### config.mk
export PLATFORM = sky130hd
export DESIGN_NAME = ram_param_flat
export DESIGN_NICKNAME = d
export VERILOG_FILES = /design/src/rtl/ram_param_if.sv /design/src/rtl/ram_param.sv /design/src/flat_wrapper.sv
export SDC_FILE = /design/constraint.sdc
export NUM_CORES = 1
export LEC_CHECK = 0
export CAP_MARGIN = 40
export CELL_PAD_IN_SITES_DETAIL_PLACEMENT = 1
export CELL_PAD_IN_SITES_GLOBAL_PLACEMENT = 2
export CORE_MARGIN = 2
export CORE_UTILIZATION = 32
export CTS_BUF_LIST = sky130_fd_sc_hd__clkbuf_4 sky130_fd_sc_hd__clkbuf_8
export DETAILED_ROUTE_END_ITERATION = 10
export PLACE_DENSITY_LB_ADDON = 0.1
export SKIP_LAST_GASP = 1
export SLEW_MARGIN = 0
export SYNTH_ARGS = -nofsm -noshare
export SYNTH_HDL_FRONTEND = slang
export SYNTH_SLANG_ARGS = --single-unit
### constraint.sdc
create_clock -name clk -period 6.7 [get_ports clk]
set_input_delay 1.34 -clock clk [delete_from_list [all_inputs] [get_ports clk]]
set_output_delay 1.34 -clock clk [all_outputs]
set_load 0.02 [all_outputs]
### src/rtl/ram_param_if.sv
// Bus bundle for ram_param: write port, shared read address and both read outputs.
// The master drives requests; the slave (the RAM) returns read data and status.
interface ram_param_if #(
  parameter int DATA_W = 8,
  parameter int ADDR_W = 8
);
  logic              we;
  logic [ADDR_W-1:0] waddr;
  logic [DATA_W-1:0] wdata;
  logic [ADDR_W-1:0] raddr;
  logic              rd_en;
  logic [DATA_W-1:0] rdata_async;
  logic [DATA_W-1:0] rdata_q;
  logic              rvalid;
  logic              busy;

  modport master (
    output we, waddr, wdata, raddr, rd_en,
    input  rdata_async, rdata_q, rvalid, busy
  );

  modport slave (
    input  we, waddr, wdata, raddr, rd_en,
    output rdata_async, rdata_q, rvalid, busy
  );
endinterface

### src/rtl/ram_param.sv
// Parametrised single-clock RAM with combinational and registered/handshaked read ports.
// After every reset a sequencer fills the array with a pattern; accesses are ignored until it finishes.
module ram_param #(
  parameter int DATA_W    = 8,
  parameter int ADDR_W    = 8,
  parameter int DEPTH     = 64,
  parameter int INIT_MODE = 1,
  parameter int RDW_MODE  = 0
) (
  input logic        clk,
  input logic        rst,
  ram_param_if.slave bus
);
  localparam int IDX_W = (DEPTH > 1) ? $clog2(DEPTH) : 1;
  localparam logic [ADDR_W:0]   DEPTH_C = (ADDR_W + 1)'(DEPTH);
  localparam logic [ADDR_W-1:0] LAST_C  = ADDR_W'(DEPTH - 1);
  localparam logic [0:0] ST_INIT  = 1'b0;
  localparam logic [0:0] ST_READY = 1'b1;

  // Fill value for word idx, computed at DATA_W bits and truncated.
  function automatic logic [DATA_W-1:0] fill_pattern(input logic [ADDR_W-1:0] idx);
    logic [DATA_W-1:0] val;
    val = DATA_W'(idx);
    if (INIT_MODE == 1) begin
      return val << 1'b1;
    end else begin
      return {DATA_W{1'b0}};
    end
  endfunction

  function automatic logic [IDX_W-1:0] to_idx(input logic [ADDR_W-1:0] addr);
    return addr[IDX_W-1:0];
  endfunction

  logic [DATA_W-1:0] mem_r [DEPTH];
  logic [0:0]        state_r;
  logic [ADDR_W-1:0] cnt_r;
  logic              busy_r;
  logic [DATA_W-1:0] rdata_q_r;
  logic              rvalid_r;

  logic              fill_last_s;
  logic              waddr_ok_s;
  logic              raddr_ok_s;
  logic              user_we_s;
  logic              user_rd_s;
  logic              wr_en_s;
  logic [IDX_W-1:0]  wr_idx_s;
  logic [DATA_W-1:0] wr_data_s;
  logic [DATA_W-1:0] rd_data_s;
  logic [DATA_W-1:0] async_s;

  assign fill_last_s = (cnt_r == LAST_C);
  assign waddr_ok_s  = ({1'b0, bus.waddr} < DEPTH_C);
  assign raddr_ok_s  = ({1'b0, bus.raddr} < DEPTH_C);
  assign user_we_s   = !rst && (state_r == ST_READY) && bus.we && waddr_ok_s;
  assign user_rd_s   = !rst && (state_r == ST_READY) && bus.rd_en;

  // Single write port: the fill sequencer owns it in INIT, the user in READY.
  always_comb begin
    wr_en_s   = 1'b0;
    wr_idx_s  = {IDX_W{1'b0}};
    wr_data_s = {DATA_W{1'b0}};
    if (rst) begin
      wr_en_s = 1'b0;
    end else if (state_r == ST_INIT) begin
      wr_en_s   = 1'b1;
      wr_idx_s  = to_idx(cnt_r);
      wr_data_s = fill_pattern(cnt_r);
    end else if (user_we_s) begin
      wr_en_s   = 1'b1;
      wr_idx_s  = to_idx(bus.waddr);
      wr_data_s = bus.wdata;
    end else begin
      wr_en_s = 1'b0;
    end
  end

  // Array storage; no reset so it maps onto RAM primitives.
  always_ff @(posedge clk) begin
    if (wr_en_s) begin
      mem_r[wr_idx_s] <= wr_data_s;
    end
  end

  // Next registered read value, with optional write-through on an address collision.
  always_comb begin
    rd_data_s = {DATA_W{1'b0}};
    if (!raddr_ok_s) begin
      rd_data_s = {DATA_W{1'b0}};
    end else if ((RDW_MODE == 1) && user_we_s && (bus.waddr == bus.raddr)) begin
      rd_data_s = bus.wdata;
    end else begin
      rd_data_s = mem_r[to_idx(bus.raddr)];
    end
  end

  // Combinational read port, forced to zero while filling or out of range.
  always_comb begin
    async_s = {DATA_W{1'b0}};
    if (!busy_r && raddr_ok_s) begin
      async_s = mem_r[to_idx(bus.raddr)];
    end else begin
      async_s = {DATA_W{1'b0}};
    end
  end

  // Fill sequencer: INIT walks cnt over every word once, then parks in READY.
  always_ff @(posedge clk) begin
    if (rst) begin
      state_r <= ST_INIT;
      cnt_r   <= {ADDR_W{1'b0}};
      busy_r  <= 1'b1;
    end else begin
      case (state_r)
        ST_INIT: begin
          if (fill_last_s) begin
            state_r <= ST_READY;
            busy_r  <= 1'b0;
          end else begin
            cnt_r <= cnt_r + ADDR_W'(1'b1);
          end
        end
        ST_READY: begin
          state_r <= ST_READY;
          busy_r  <= 1'b0;
        end
        default: begin
          state_r <= ST_INIT;
          cnt_r   <= {ADDR_W{1'b0}};
          busy_r  <= 1'b1;
        end
      endcase
    end
  end

  // Registered read port: rvalid strobes for each accepted rd_en, rdata_q holds otherwise.
  always_ff @(posedge clk) begin
    if (rst) begin
      rdata_q_r <= {DATA_W{1'b0}};
      rvalid_r  <= 1'b0;
    end else if (user_rd_s) begin
      rdata_q_r <= rd_data_s;
      rvalid_r  <= 1'b1;
    end else begin
      rvalid_r <= 1'b0;
    end
  end

  assign bus.rdata_async = async_s;
  assign bus.rdata_q     = rdata_q_r;
  assign bus.rvalid      = rvalid_r;
  assign bus.busy        = busy_r;

  ram_param_chk #(.DATA_W(DATA_W)) u_chk (
    .clk         (clk),
    .rst         (rst),
    .busy        (busy_r),
    .rvalid      (rvalid_r),
    .rdata_q     (rdata_q_r),
    .rdata_async (async_s)
  );
endmodule

// Output-level invariants of ram_param.
module ram_param_chk #(
  parameter int DATA_W = 8
) (
  input logic              clk,
  input logic              rst,
  input logic              busy,
  input logic              rvalid,
  input logic [DATA_W-1:0] rdata_q,
  input logic [DATA_W-1:0] rdata_async
);
  a_reset_state: assert property (@(posedge clk)
    rst |=> (busy && !rvalid && (rdata_q == {DATA_W{1'b0}})));

  a_busy_async_zero: assert property (@(posedge clk) disable iff (rst)
    busy |-> (rdata_async == {DATA_W{1'b0}}));

  a_no_rvalid_when_busy: assert property (@(posedge clk) disable iff (rst)
    rvalid |-> !busy);
endmodule
### src/flat_wrapper.sv
// flat-port wrapper written by rule: the top's interface ports become plain ports
module ram_param_flat 
#(
  parameter int DATA_W    = 8,
  parameter int ADDR_W    = 8,
  parameter int DEPTH     = 64,
  parameter int INIT_MODE = 1,
  parameter int RDW_MODE  = 0
)
  (clk, rst, bus_we, bus_waddr, bus_wdata, bus_raddr, bus_rd_en, bus_rdata_async, bus_rdata_q, bus_rvalid, bus_busy);
  ram_param_if #(.DATA_W(DATA_W), .ADDR_W(ADDR_W)) bus_i ();
  input logic clk;
  input logic rst;
  input wire logic [$bits(bus_i.we)-1:0] bus_we;
  input wire logic [$bits(bus_i.waddr)-1:0] bus_waddr;
  input wire logic [$bits(bus_i.wdata)-1:0] bus_wdata;
  input wire logic [$bits(bus_i.raddr)-1:0] bus_raddr;
  input wire logic [$bits(bus_i.rd_en)-1:0] bus_rd_en;
  output wire logic [$bits(bus_i.rdata_async)-1:0] bus_rdata_async;
  output wire logic [$bits(bus_i.rdata_q)-1:0] bus_rdata_q;
  output wire logic [$bits(bus_i.rvalid)-1:0] bus_rvalid;
  output wire logic [$bits(bus_i.busy)-1:0] bus_busy;
  assign bus_i.we = bus_we;
  assign bus_i.waddr = bus_waddr;
  assign bus_i.wdata = bus_wdata;
  assign bus_i.raddr = bus_raddr;
  assign bus_i.rd_en = bus_rd_en;
  assign bus_rdata_async = bus_i.rdata_async;
  assign bus_rdata_q = bus_i.rdata_q;
  assign bus_rvalid = bus_i.rvalid;
  assign bus_busy = bus_i.busy;
  ram_param #(.DATA_W(DATA_W), .ADDR_W(ADDR_W), .DEPTH(DEPTH), .INIT_MODE(INIT_MODE), .RDW_MODE(RDW_MODE)) u_core (.clk(clk), .rst(rst), .bus(bus_i));
endmodule
==> key figures <==
STA
  • Final setup skew: 0.0367 ns
  • Slew Viols, Final: 0
  • # setup viols final: 0
  • Setup TNS: 0 ns
  • Peak Freq: 174 MHz
  • Final min period: 5.73 ns
  • Final period utilization: 0.856
  • Final hold violations: 0
  • Worst-Margin Slew: 0.894 ns
  • Relative slew slack: 0.402
  • RSZ-0062 raised after global routing: false

Critical path
  • CP Class: in -> out
  • R2R Path End: u_core.mem_r[16][6]
  • Worst EP required: 5.36 ns
  • CP Depth: 8
  • Worst path slowest cell: clkdlybuf4s50_1
  • Critical path's top delay family: buffers and inverters
  • Crit path launch type: input pin
  • R2R depth: 5
  • Reg2Reg Setup Slack: 3.47 ns
  • CP Buf/Inv Count: 3
  • Crit. End Element: primary output
  • Worst r2r src: u_core.state_r
  • Crit Path Max Fanout: 20
  • CP cell instances: buf_4, nand2b_1, buf_4, o22ai_1, o21ai_0, nand4_1, a21oi_1, clkdlybuf4s50_1
  • WP data arrival: 4.39 ns
  • CP most frequent cell: buf_4
  • CP peak stage delay: 0.70 ns

Worst hold path
  • Hold depth: 1
  • Hold Startpoint: u_core.bus.busy
  • Worst Hold End: u_core.bus.busy
  • Class of the worst hold path: reg -> reg

Clock tree
  • Post-CTS setup buffers: 0
  • TritonCTS clock tree: built
  • TritonCTS Buffers: 91
  • # hold bufs at CTS: 0
  • # clock sinks: 531
  • H-tree levels: 3
  • Clk_lat worst skew: 0.67 ns
  • Reg clk slew, reported paths: 0.05 ns
  • CTS root buf: clkbuf_8
  • CTS Buffer Depth: 3
  • Resize count post-CTS: 0

Synth
  • Syn_nets: 1,194
  • Area fraction of the dominant cell type after synthesis: 0.720
  • Post-synth EDFFs: 512
  • Sequential-to-total area share from yosys stat: 0.738
  • Cell with the most instances after synthesis: edfxtp_1
  • Synthesis-stage register bit count: 531
  • Mean post-synth cell area: 18.3 um2
  • YS warnings: 0
  • Async set or reset register ratio after synthesis: 0
  • Ys flop type: edfxtp_1
  • Yosys top cell by area: edfxtp_1
  • Unique masters post-synth: 48
  • Top cells by area, synth: edfxtp_1, mux4_2, mux2i_1, dfxtp_1, mux2_2
  • Mapped Area: 21,400 um2
  • Top cells by count, synth: edfxtp_1, mux4_2, nor2_1
  • Post-Synthesis Cells: 1,165

Floorplan
  • Cell row count: 94
  • Full die area: 68,800 um2
  • Die Width: 262 um
  • Core area: 65,900 um2
  • # IOs: 46
  • Die H: 262 um
  • Starting Density: 0.324

Routing
  • Iter 0 DRT Violations: 851
  • Via Count: 11,500
  • DR WL/cell: 27.7 um
  • DR pass1 iterations: 4
  • Post-Route WL: 62.8 mm
  • Vias/cell: 5.06
  • Remaining antenna violation count: 0
  • DRC Markers: 0

Pwr
  • Clock share of power: 0.420
  • Leakage power: 8.41 nW
  • Cell internal pwr: 5.28 mW
  • PwrDens: 271 nW/um2
  • Comb pwr share: 0.049
  • Sequential power share: 0.530
  • Worst vdd ir: 0.125 mV
  • Sw frac: 0.226
  • Switching power total: 1.55 mW

GRT
  • Vias in the first global route: 12,500
  • Total grt overflow: 0
  • GRT Overall Usage: 0.184
  • Initial antenna violation count: 2
  • Largest net degree at the start of global routing: 65
  • First-pass GRT wire length: 91.1 mm

Placed design
  • Number of I/O port buffers: 45
  • Gp weighted congestion: 0.738
  • Placed instance area: 23,400 um2
  • Dpl hpwl: 41.7 mm

Flow run
  • Count of maximum capacitance violations: 0

Layout
  • Layout cells sized above 1: 0.266
  • Fillers: 6,578
  • Syn-to-layout area delta: 17.9%
  • Multi-input logic area: 5270 um2
  • Util after Layout: 0.382
  • Fin area: 25,200 um2
  • Reg area: 15,800 um2
  • Final net count: 1,366

Outcome
  • Outcome: finished, final reports clean
worst max path at each step:
stage                             from                  to  slack [ns]
final                     bus_raddr[1]  bus_rdata_async[2]        0.97
after detailed placement  bus_raddr[0]  bus_rdata_async[3]        0.93
after floorplan                    rst  u_core.mem_r[0][6]        2.15
after CTS                 bus_raddr[0]  bus_rdata_async[3]        0.92
after global placement    bus_raddr[1]  bus_rdata_async[0]        0.73
after global routing      bus_raddr[0]  bus_rdata_async[3]        0.82
power by group through the flow:
stage / Clock (mW) / Combinational, mW / Sequential, mW
after floorplan: 0 / 0.203 / 3.69
after global placement: 0 / 0.336 / 3.69
after detailed placement: 0 / 0.346 / 3.69
after CTS: 2.96 / 0.347 / 3.62
after global routing: 3.10 / 0.364 / 3.62
final: 2.87 / 0.336 / 3.62
per-layer routing:
layer / routed length, um / global-route usage / share of wire / vias to the layer above
li1: - / - / - / 5047
met1: 29000 / 0.257 / 0.46 / 6077
met2: 29600 / 0.291 / 0.47 / 269
met3: 2610 / 0.0311 / 0.042 / 83
met4: 1570 / 0.0613 / 0.025 / 0
met5: 0 / 0 / 0 / -
area by class of cell:
type / instances / share of cell area
multi-input combinational: 571 / 0.209
timing repair buffer: 139 / 0.0525
sequential: 531 / 0.626
antenna: 1 / 0.0000994
inverter: 3 / 0.000447
clock inverter: 45 / 0.0110
tap: 864 / 0.0429
clock buffer: 116 / 0.0579
flip-flops by register name (all words and copies together), names as in the netlist:
| signal | flops |
|---|---|
| u_core.mem_r | 512 |
| u_core.bus.rdata_q | 8 |
| u_core.cnt_r | 8 |
| u_core.bus.busy | 1 |
| u_core.bus.rvalid | 1 |
| u_core.state_r | 1 |
cell usage in the layout (no fill, tap or decap), types with 4 or more instances in the layout:
cell / instances
o21ai_1: 11
buf_4: 79
nor2_1: 80
a31oi_1: 12
edfxtp_1: 512
a31oi_2: 4
clkdlybuf4s50_1: 42
nand2b_1: 22
a21o_1: 4
nand3_1: 20
o22ai_1: 16
mux4_2: 96
a21oi_4: 5
buf_12: 6
buf_6: 5
a21oi_1: 30
clkinv_1: 31
dfxtp_1: 19
clkbuf_4: 22
mux2i_1: 68
mux2_2: 32
nand2_1: 78
o21ai_0: 8
clkinv_2: 7
a22o_1: 16
nand4_1: 32
clkbuf_8: 94
cells by family (layout without fill, tap and decap cells):
group	count (synthesis)	count (layout)	share of synthesized area
flip-flops	531	531	0.738
AND/OR/NAND/NOR	256	256	0.0564
multiplexers	196	196	0.150
AO/OA/AOI/OAI	112	112	0.0339
buffers and inverters	63	303	0.0187
XOR/XNOR	6	6	0.00246
adder cells (fa/ha/maj)	1	1	0.000586
other	0	1	0
through the flow:
stage	hold slack (ns)	power (mW)	worst slack, ns	instances
detailed placement	0.489	4.04	0.928	2106
floorplan	0.494	3.89	2.15	1165
global route	0.530	7.09	0.824	2270
CTS	0.508	6.93	0.920	2267
finish	0.491	6.83	0.966	2270
global placement	0.494	4.03	0.731	2056
(Power assumes the default switching activity.)
